**config.mk**
```make
export PLATFORM = sky130hd
export DESIGN_NAME = stack_map_tx
export DESIGN_NICKNAME = d
export VERILOG_FILES = /design/src/rtl/stack_map_tx.sv
export SDC_FILE = /design/constraint.sdc
export NUM_CORES = 1
export LEC_CHECK = 0
export CORE_ASPECT_RATIO = 0.75
export CORE_UTILIZATION = 43
export DETAILED_ROUTE_END_ITERATION = 10
export SLEW_MARGIN = 5
export SYNTH_ARGS = -nofsm -noshare
export SYNTH_HDL_FRONTEND = slang
export SYNTH_SLANG_ARGS = --single-unit
```
**constraint.sdc**
```tcl
create_clock -name clk -period 3.61 [get_ports clk]
set_input_delay 0.722 -clock clk [delete_from_list [all_inputs] [get_ports clk]]
set_output_delay 0.722 -clock clk [all_outputs]
set_load 0.01 [all_outputs]
```
**src/rtl/stack_map_tx.sv**
```systemverilog
// stack_map_tx: transmit-side symbol order reverser (frame LIFO).
// Frames of DEPTH symbols are written into one of two ping-pong banks in
// arrival order and drained last-in-first-out, so one frame can fill while
// the previous one drains.
// Optional build macro: STACK_MAP_TX_OVF_EN adds a sticky overflow flag (ovf)
// and an 8-bit saturating drop counter (drop_cnt) for in_valid & !in_ready.
module stack_map_tx #(
  parameter int DATA  = 12,
  parameter int DEPTH = 48,
  parameter int AD    = 6
) (
  input  logic            clk,
  input  logic            reset,
  input  logic            in_valid,
  input  logic [DATA-1:0] in_data,
  output logic            in_ready,
  output logic            out_valid,
  output logic [DATA-1:0] out_data,
  input  logic            out_ready,
  output logic            out_last,
`ifdef STACK_MAP_TX_OVF_EN
  output logic            ovf,
  output logic [7:0]      drop_cnt,
`endif
  output logic            busy
);

  localparam logic [AD-1:0] LAST_IDX = AD'(DEPTH - 1);

  typedef enum logic [1:0] {
    EMPTY    = 2'd0,
    FULL     = 2'd1,
    DRAINING = 2'd2
  } bank_state_t;

  bank_state_t     state      [2];
  bank_state_t     state_next [2];
  logic            wbank, wbank_next;
  logic            rbank, rbank_next;
  logic [AD-1:0]   wcnt, wcnt_next;
  logic [AD-1:0]   rcnt, rcnt_next;
  logic            accept;
  logic            load;
  logic            busy_next;
  logic [DATA-1:0] rd_data;

  // Symbol storage; contents survive reset on purpose (only pointers clear).
  logic [DATA-1:0] mem [2][DEPTH];

  // The write bank is only ever EMPTY while filling and the read bank only
  // FULL/DRAINING while draining, so the two sides can never touch one bank.
  assign in_ready = (state[wbank] == EMPTY);
  assign accept   = in_valid & in_ready;
  assign load     = (!out_valid | out_ready) &
                    ((state[rbank] == FULL) | (state[rbank] == DRAINING));
  assign rd_data  = mem[rbank][rcnt];

  // Next-state for bank states and both pointer pairs.
  always_comb begin
    state_next[0] = state[0];
    state_next[1] = state[1];
    wbank_next    = wbank;
    wcnt_next     = wcnt;
    rbank_next    = rbank;
    rcnt_next     = rcnt;

    if (accept) begin
      if (wcnt == LAST_IDX) begin
        state_next[wbank] = FULL;
        wcnt_next         = '0;
        wbank_next        = ~wbank;
      end else begin
        wcnt_next = wcnt + AD'(1);
      end
    end

    if (load) begin
      if (rcnt == '0) begin
        state_next[rbank] = EMPTY;
        rbank_next        = ~rbank;
        rcnt_next         = LAST_IDX;
      end else begin
        state_next[rbank] = DRAINING;
        rcnt_next         = rcnt - AD'(1);
      end
    end

    busy_next = (state_next[0] != EMPTY) | (state_next[1] != EMPTY) |
                (wcnt_next != '0);
  end

  // Memory write port: no reset, a freshly reset bank is simply overwritten.
  always_ff @(posedge clk) begin
    if (accept) begin
      mem[wbank][wcnt] <= in_data;
    end
  end

  // Control state, pointers and registered output stage.
  always_ff @(posedge clk or negedge reset) begin
    if (!reset) begin
      state[0]  <= EMPTY;
      state[1]  <= EMPTY;
      wbank     <= 1'b0;
      rbank     <= 1'b0;
      wcnt      <= '0;
      rcnt      <= LAST_IDX;
      out_valid <= 1'b0;
      out_last  <= 1'b0;
      out_data  <= '0;
      busy      <= 1'b0;
    end else begin
      state[0] <= state_next[0];
      state[1] <= state_next[1];
      wbank    <= wbank_next;
      rbank    <= rbank_next;
      wcnt     <= wcnt_next;
      rcnt     <= rcnt_next;
      busy     <= busy_next;
      if (load) begin
        out_data  <= rd_data;
        out_valid <= 1'b1;
        out_last  <= (rcnt == '0);
      end else if (out_ready) begin
        out_valid <= 1'b0;
        out_last  <= 1'b0;
      end
    end
  end

`ifdef STACK_MAP_TX_OVF_EN
  // Sticky overflow flag and saturating drop counter for refused symbols.
  always_ff @(posedge clk or negedge reset) begin
    if (!reset) begin
      ovf      <= 1'b0;
      drop_cnt <= '0;
    end else if (in_valid & !in_ready) begin
      ovf <= 1'b1;
      if (drop_cnt != 8'hFF) begin
        drop_cnt <= drop_cnt + 8'd1;
      end
    end
  end
`endif

endmodule

```
# Word-level counts from Yosys, hierarchy flattened
# Memory sizes are Yosys's and may differ from the RTL's.
# Cells that the tools add are included.
# classes
reduce_logical	12
magnitude_cmp	7
muxes	27
bitwise	20
add_sub_neg	2
n_eq_ne	3
# ops
cell	n
$mux 576	1
$bmux 12 s6	1
$demux 12 s6	1
$mux 12	3
$mux 6	3
$mux 2	8
$mux 4	4
$ge 7x7->1 const B	2
$not 6->7	2
$lt 7x1->1 const B	1
$add 6x1->6 const B	1
$eq 6x6->1 const B	1
$logic_not 6->1	1
$reduce_bool 2->1	3
$reduce_bool 6->1	1
$sub 6x1->6 const B	1
$and 2x2->2	2
$and 4x4->4	1
$demux 2 s1	2
$ge 2x2->1 const B	2
$lt 2x1->1 const B	2
$mux 1	4
$not 1->2	2
$not 2->2	2
11 further kinds	20
# word_totals
mem_count	1
mem_bits_rw	1152
ff_bits	33
# memory_table
name	depth	width	rd	rd_ports_with_merged_regs	write_ports	line_no	text
mem	2	576	1	0	1	48	logic [DATA-1:0] mem [2][DEPTH];

# Longest topological paths before layout
# Gate-level depths: netlist (run 1).
# depth
ltp_word	15
mapped_depth	11
mapped_depth_nobuf	7

# Worst setup path after synthesis (run 1)
# Ideal clock, no wire load.
# synth_timing
path_type	register -> register
startpoint	register state[0] in the netlist's numbering
endpoint	memory mem[1][0] in the netlist's numbering (enable)
t_arrival_ns	2.126
synth_period_minus_slack_ns	2.506
n_path_buf	2
path_stages_with_launch	7
slack_ns	1.104
required_time_ns	3.230
cell_sequence	dfrtp_1 > o21ai_0 > and3_1 > clkbuf_1 > nand4_1 > clkbuf_1 > nor2_1
# synth_between
elab_chain_cells	7
# synth_rtl
element	line_no	text
start: declaration	36	bank_state_t state [2];
$mux 2 (implied by the code) (3 in a row)	52	assign in_ready = (state[wbank] == EMPTY);
$logic_not 2->1	52	
$and 1x1->1	53	assign accept = in_valid & in_ready;
$mux 1	94	if (accept) begin
$mux 576 (implied by the code)	95	mem[wbank][wcnt] <= in_data;
end: declaration	48	
# Every way passes these cells. The select of a mux whose other input is x is not followed.

# Worst setup path after layout (run 1)
# layout_timing
startpoint	register rcnt[1]
endpoint	register out_data[9]
# layout_between
elab_chain_cells	4
# layout_rtl
element	line_no	text
start: declaration	41	logic [AD-1:0] rcnt, rcnt_next;
start signal: assignment	118	rcnt <= rcnt_next;
$not 6->7 (implied by the code)	56	assign rd_data = mem[rbank][rcnt];
$bmux 12 s6	56	
$mux 12 (implied by the code) (2 in a row)	56	
end signal: assignment	121	out_data <= rd_data;
end: declaration	18	output logic [DATA-1:0] out_data,
# Every way passes these cells. The select of a mux whose other input is x is not followed.
# A chain may end at the register's enable or synchronous reset.

==> out/metrics.yaml, run 1 <==
status:
  status: "completed"
sta:
  rsz0062_at_grt: "no"
  period_minus_slack_ns: 3.432
  setup_viol: 0
  fmax_mhz: 291.3
  tightest_slew_ns: 1.239
  timing.final.crit_share_pct: 95.08
  report.final.hold_viol_count: 0
  max_slew_margin_pct: 17.39
  fin_skew_ns: 0.03663
  drv_slew: 0
  fin_setup_tns_ns: 0
worst_setup_path:
  criticalPathCategory: "reg -> reg"
  path_max_fanout: 38
  critPathRequiredTime_ns: 4.18
  r2r_slack_ns: 0.18
  r2r_start: "rcnt[1]"
  worstSetupEndpointType: "register"
  cp-start-kind: "register"
  crit_chain: "buf_12 -> mux4_2 -> a22o_1 -> a2111oi_0 -> buf_4 -> a211oi_1 -> a21oi_1 -> a31oi_1"
  reg2reg_depth: 8
  worstPathArrival_ns: 4.00
  rr_endpoint: "out_data[9]"
  critPathMaxStageDelay_ns: 0.85
  cpMaxStageDelayCell: "dfstp_4"
logic_synthesis:
  syn_area_mm2: 0.04602
  synthFlopType: "edfxtp_1"
  ys_types: 61
  yosysSeqAreaShare_pct: 76.98
  synth_seq_cells: 1185
  syn_nets: 2223
  yosys_warnings: 0
  synth.avg_cell_area_um2: 20.87
  async_flop_share_pct: 2.785
  synth_edf_count: 1152
  syn_inst: 2205
final_layout:
  stdcell_area_mm2: 0.05255
  register_area_mm2: 0.03544
  synthToLayoutAreaGrowth_pct: 14.18
  drive_gt1_share_pct: 25.83
  final_cell_mix: "edfxtp_1, mux4_2, buf_4"
  nNetsFinal: 2439
  stdcell_count: 3931
  final_common_cell: "edfxtp_1"
  multiInputGateArea_mm2: 0.009809
  fillers: 8458
clocking:
  cts_tree: "built"
  clk-insertion-delay-late_ns: 0.72
  post_cts_resized: 0
  cts.sinks: 1185
  clock_path_buffers: 3
  clk_pin_slew_ns: 0.07
  root_buffer: "clkbuf_16"
  holdBufCountCts: 0
  cts_setup_buffers: 0
  htreeDepth: 3
  cts_buffers: 111
place:
  portBuffers: 31
  dpl.hpwl_um: 74670
  post_dp_cell_area_mm2: 0.04902
  placed_cells: 3725
  gp_congestion: 0.8803
pwr:
  powerDensity_mw_per_mm2: 538.1
  irDropWorstVdd_v: 0.0003816
  p_leak_nw: 16.70
  p_total_mw: 28.27
grt:
  grt_pass1_wl_um: 169500
  antenna_found_initial: 6
  met1_usage_pct: 32.74
  use_met3_pct: 7.224
  grtUsageMet2_pct: 31.09
  grt_busiest_layer: "met1"
  grt_max_degree: 97
  track_usage_pct: 21.94
  overflow: 0
  grt_pass1_vias: 23170
route:
  drcViolationCount: 0
  vias_per_cell: 5.937
  detail-route-antenna-nets: 0
  drt_pass1_iterations: 5
  routedWlPerCell_um: 30.16
  drt-total-wl_um: 118600
  first_iter_violations: 2930
  vias: 23340
min_path:
  hp-class: "in -> async"
die:
  fp-row-count: 103
  dieWidth_um: 379.8
  ioPinCount: 32
  die_h_um: 285.3
  core_mm2: 0.1057
  initial_core_util_pct: 43.55
  die_area_mm2: 0.1084
flow_run:
  drv_cap: 0
-- logic make-up (layout without fill, tap and decap cells) --
family / Yosys count / after routing / synth area share, %
xor gates and xnor gates: 6 / 6 / 0.1142
AOI/OAI and AO/OA: 231 / 231 / 3.619
and+or+nand+nor: 275 / 275 / 2.667
buffers and inverters: 134 / 442 / 1.743
DFF: 1185 / 1185 / 76.98
adders and majority gates: 3 / 3 / 0.07612
muxes: 371 / 371 / 14.80
other: 0 / 1 / 0
-- state kept, by name (all words and copies together) (netlist names) --
signal,count
wcnt,6
out_last,1
mem,1152
state,4
rbank,1
out_valid,1
wbank,1
rcnt,6
out_data,12
busy,1
-- routing by layer --
layer  wire (um)  share of wire (%)
met1       51340                 43
met2       51400                 43
met3       13190                 11
met4        2605                2.2
met5          26              0.022
-- worst max path at each step --
stage / startpoint / to / slack [ns] / cells past startpoint
2_1_floorplan: state[0] / mem[1][0] / 1.10 / 6
3_3_place_gp: rcnt[1] / out_data[8] / 0.19 / 7
3_5_place_dp: rbank / out_data[4] / 0.28 / 8
4_1_cts: rcnt[1] / out_data[9] / 0.26 / 8
5_1_grt: rcnt[1] / out_data[0] / 0.12 / 6
6_report: rcnt[1] / out_data[9] / 0.18 / 8
-- layout make-up --
class	count	share of cell area [%]
well taps	1417	3.374
clock inverters	74	1.179
multi-input cells	886	18.67
diodes	1	0.004762
flip-flops and latches	1185	67.45
inverters	3	0.02143
repair buffers	234	3.781
clock buffers	131	5.527
-- through the flow --
step           setup slack, ns  hold slack, ns  utilization [%]
5_1_grt                 0.1197          0.1921            49.72
6_report                0.1777          0.1729            49.72
3_3_place_gp            0.1898          0.5638            46.39
3_5_place_dp            0.2821          0.5813            46.39
2_1_floorplan            1.104          0.4264                -
4_1_cts                 0.2559          0.1424            49.72
-- report_power, final --
part           total, mW  switching [mW]  internal, mW
Clock               11.4            5.10          6.26
Combinational       1.33           0.986         0.347
Sequential          15.6           0.161          15.4
Total               28.3            6.24          22.0
-- synthesized netlist by cell type (all sizes together), types with 18 or more instances --
cell,count,area (um2)
dfrtp,28,700.7
mux2i,117,1171
nor2,133,499.2
o21ai,22,110.1
edfxtp,1152,34590
nand2,56,210.2
clkbuf,48,180.2
buf,83,610.6
a22oi,33,247.7
o22ai,24,150.1
a22o,18,157.7
a21oi,41,205.2
o221ai,19,166.4
mux4,247,5563
nand3,23,115.1
-- critical path: cells and delay by family (launching register included) --
kind / cells / cell delay [ns]
mux: 1 / 0.37
buf+inv: 2 / 0.53
flops: 1 / 0.85
compound gates: 5 / 1.48
Power figures use the tool's default switching activity.
==> run 2: changes to the inputs <==
==> constraint.sdc (replaced) <==
create_clock -name clk -period 3.15 [get_ports clk]
set_input_delay 0.63 -clock clk [delete_from_list [all_inputs] [get_ports clk]]
set_output_delay 0.63 -clock clk [all_outputs]
set_load 0.01 [all_outputs]
==> run 2 against run 1 <==
Net effect: register-to-register slack worse by 0.17 ns; total power is 18% higher; sequential power is 15% higher; core utilization is 0.96 points higher; setup slack worse by 0.17 ns; first-iteration DRC count is 2.9% higher; routed wire length is 1.5% higher; critical path type unchanged.
==> out/metrics.yaml, run 2 (synthesis gave the netlist of run 1 again) <==
status:
  status: "completed"
die:
  core_mm2: 0.1057  # unchanged
  die_area_mm2: 0.1084  # unchanged
  ioPinCount: 32  # unchanged
  initial_core_util_pct: 43.55  # unchanged
  fp-row-count: 103  # unchanged
  die_h_um: 285.3  # unchanged
  dieWidth_um: 379.8  # unchanged
final_layout:
  drive_gt1_share_pct: 27.34  # +1.5 points
  synthToLayoutAreaGrowth_pct: 16.39
  largest_register_ffs: 1152  # unchanged
  post-route-util_pct: 50.69  # +0.96 points
  nNetsFinal: 2482  # +1.8%
  stdcell_area_mm2: 0.05357  # +1.9%
  final_common_cell: "edfxtp_1"
  reg_top3: "mem x1152, out_data x12"
  final_cell_mix: "edfxtp_1, mux4_2, buf_4"
  stdcell_count: 3980  # +1.2%
  top_register: "mem"
clocking:
  holdBufCountCts: 0  # unchanged
  post_cts_resized: 5  # +5
  clk-insertion-delay-late_ns: 0.72  # about the same
  cts_setup_buffers: 0  # unchanged
  htreeDepth: 3  # unchanged
  cts_buffers: 111  # unchanged
  cts.sinks: 1185  # unchanged
  clock_path_buffers: 3  # unchanged
  root_buffer: "clkbuf_16"
  clk_pin_slew_ns: 0.06  # about the same
  cts_tree: "built"
route:
  drt-total-wl_um: 120400  # +1.5%
  vias: 23760  # +1.8%
  drt_pass1_iterations: 5  # unchanged
  vias_per_cell: 5.969  # +0.53%
  first_iter_violations: 3014  # +2.9%
  routedWlPerCell_um: 30.24  # +0.27%
  drcViolationCount: 0  # unchanged
  detail-route-antenna-nets: 0  # unchanged
worst_setup_path:
  r2r_start: "rcnt[1]"
  cp-start-kind: "register"
  critPathMaxStageDelay_ns: 0.81  # -0.04 ns
  path_max_fanout: 18  # -53%
  criticalPathCategory: "reg -> reg"
  worstSetupEndpointType: "register"
  critPathRequiredTime_ns: 3.78  # -0.40 ns
  reg2reg_depth: 7  # -1
  crit_chain: "or3b_2 -> o22ai_1 -> a2111oi_0 -> a211oi_1 -> buf_4 -> a21oi_1 -> a31oi_1"
  r2r_slack_ns: 0.004  # -0.17 ns
  rr_endpoint: "out_data[10]"
  cpMaxStageDelayCell: "dfstp_4"
  worstSetupPathDepth: 7  # -1
  cp_top_family: "compound AO/OA/AOI/OAI gates"
  crit_buf_inv: 1  # -1
  worstPathArrival_ns: 3.78  # -0.22 ns
grt:
  grt_pass1_vias: 23500  # +1.4%
  overflow: 0  # unchanged
  grt_max_degree: 97  # unchanged
  track_usage_pct: 22.28  # +0.34 points
  grt_pass1_wl_um: 172500  # +1.8%
  antenna_found_initial: 4  # -2
sta:
  setup_slack_ns: 0.003562  # -0.1741 ns
  tightest_slew_ns: 1.227  # -0.01215 ns
  period_minus_slack_ns: 3.146  # -0.2859 ns
  fin_setup_tns_ns: 0  # unchanged
  fmax_mhz: 317.8  # +9.1%
  report.final.hold_viol_count: 0  # unchanged
  rsz0062_at_grt: "no"
  fin_skew_ns: 0.02463  # -0.01200 ns
  hold_ws_ns: 0.03512  # -0.1378 ns
  setup_viol: 0  # unchanged
  max_slew_margin_pct: 18.20  # +0.81 points
  drv_slew: 0  # unchanged
  timing.final.crit_share_pct: 99.89  # +4.8 points
pwr:
  p_leak_nw: 17.15  # +2.7%
  powerDensity_mw_per_mm2: 622.4  # +16%
  p_total_mw: 33.34  # +18%
  irDropWorstVdd_v: 0.0005053  # +32%
place:
  post_dp_cell_area_mm2: 0.04974  # +1.5%
  portBuffers: 31  # unchanged
  preCtsSetupSlack_ns: -0.08882  # -0.3709 ns
  gp_congestion: 0.8740  # -0.72%
  dpl.hpwl_um: 76710  # +2.7%
  placed_cells: 3768  # +1.2%
min_path:
  hp-class: "in -> async"
flow_run:
  drv_cap: 0  # unchanged
run 2: cell count changes in the layout (fill, tap and decap cells not counted), sizes merged:
cell      change
buf          +43
bufinv       +10
clkbuf        +8
clkinv        -8
clkinvlp      -7
diode         +2
inv           +1
run 2: worst register-to-register path, cell delays in order, from the launching register on:
cell and delay, ns:
dfstp_4 0.81, or3b_2 0.76, o22ai_1 0.25, a2111oi_0 0.11, a211oi_1 0.67, buf_4 0.22, a21oi_1 0.06, a31oi_1 0.20
run 2: where the power goes:
group,leakage [nW],switching (mW),total (mW),internal [mW]
Combinational,4.57,1.14,1.58,0.445
Sequential,10.7,0.181,17.9,17.7
Clock,1.85,5.84,13.9,8.07
run 2: area by class of cell:
type | count | area [um2]
flip-flops and latches | 1185 | 35440
multi-input cells | 886 | 9848
well taps | 1417 | 1773
clock inverters | 70 | 812.0
clock buffers | 139 | 2965
repair buffers | 277 | 2708
diodes | 3 | 7.507
inverters | 3 | 11.26
fillers | 8363 | 52110
run 2: how the worst max path moves through the flow:
stage	from	to
2_1_floorplan	state[0]	mem[1][0]
3_3_place_gp	rcnt[1]	out_data[3]
3_5_place_dp	rcnt[1]	out_data[5]
4_1_cts	state[0]	in_ready
5_1_grt	rbank	out_data[1]
6_report	rcnt[1]	out_data[10]
run 2: routing by layer:
layer | up-vias | track usage, % | wire length (um)
met4 | 4 | 4.073 | 1649
met1 | 12720 | 34.54 | 53660
met3 | 130 | 6.643 | 13260
met2 | 1155 | 31.28 | 51770
met5 | - | 0 | 21
li1 | 9744 | - | -
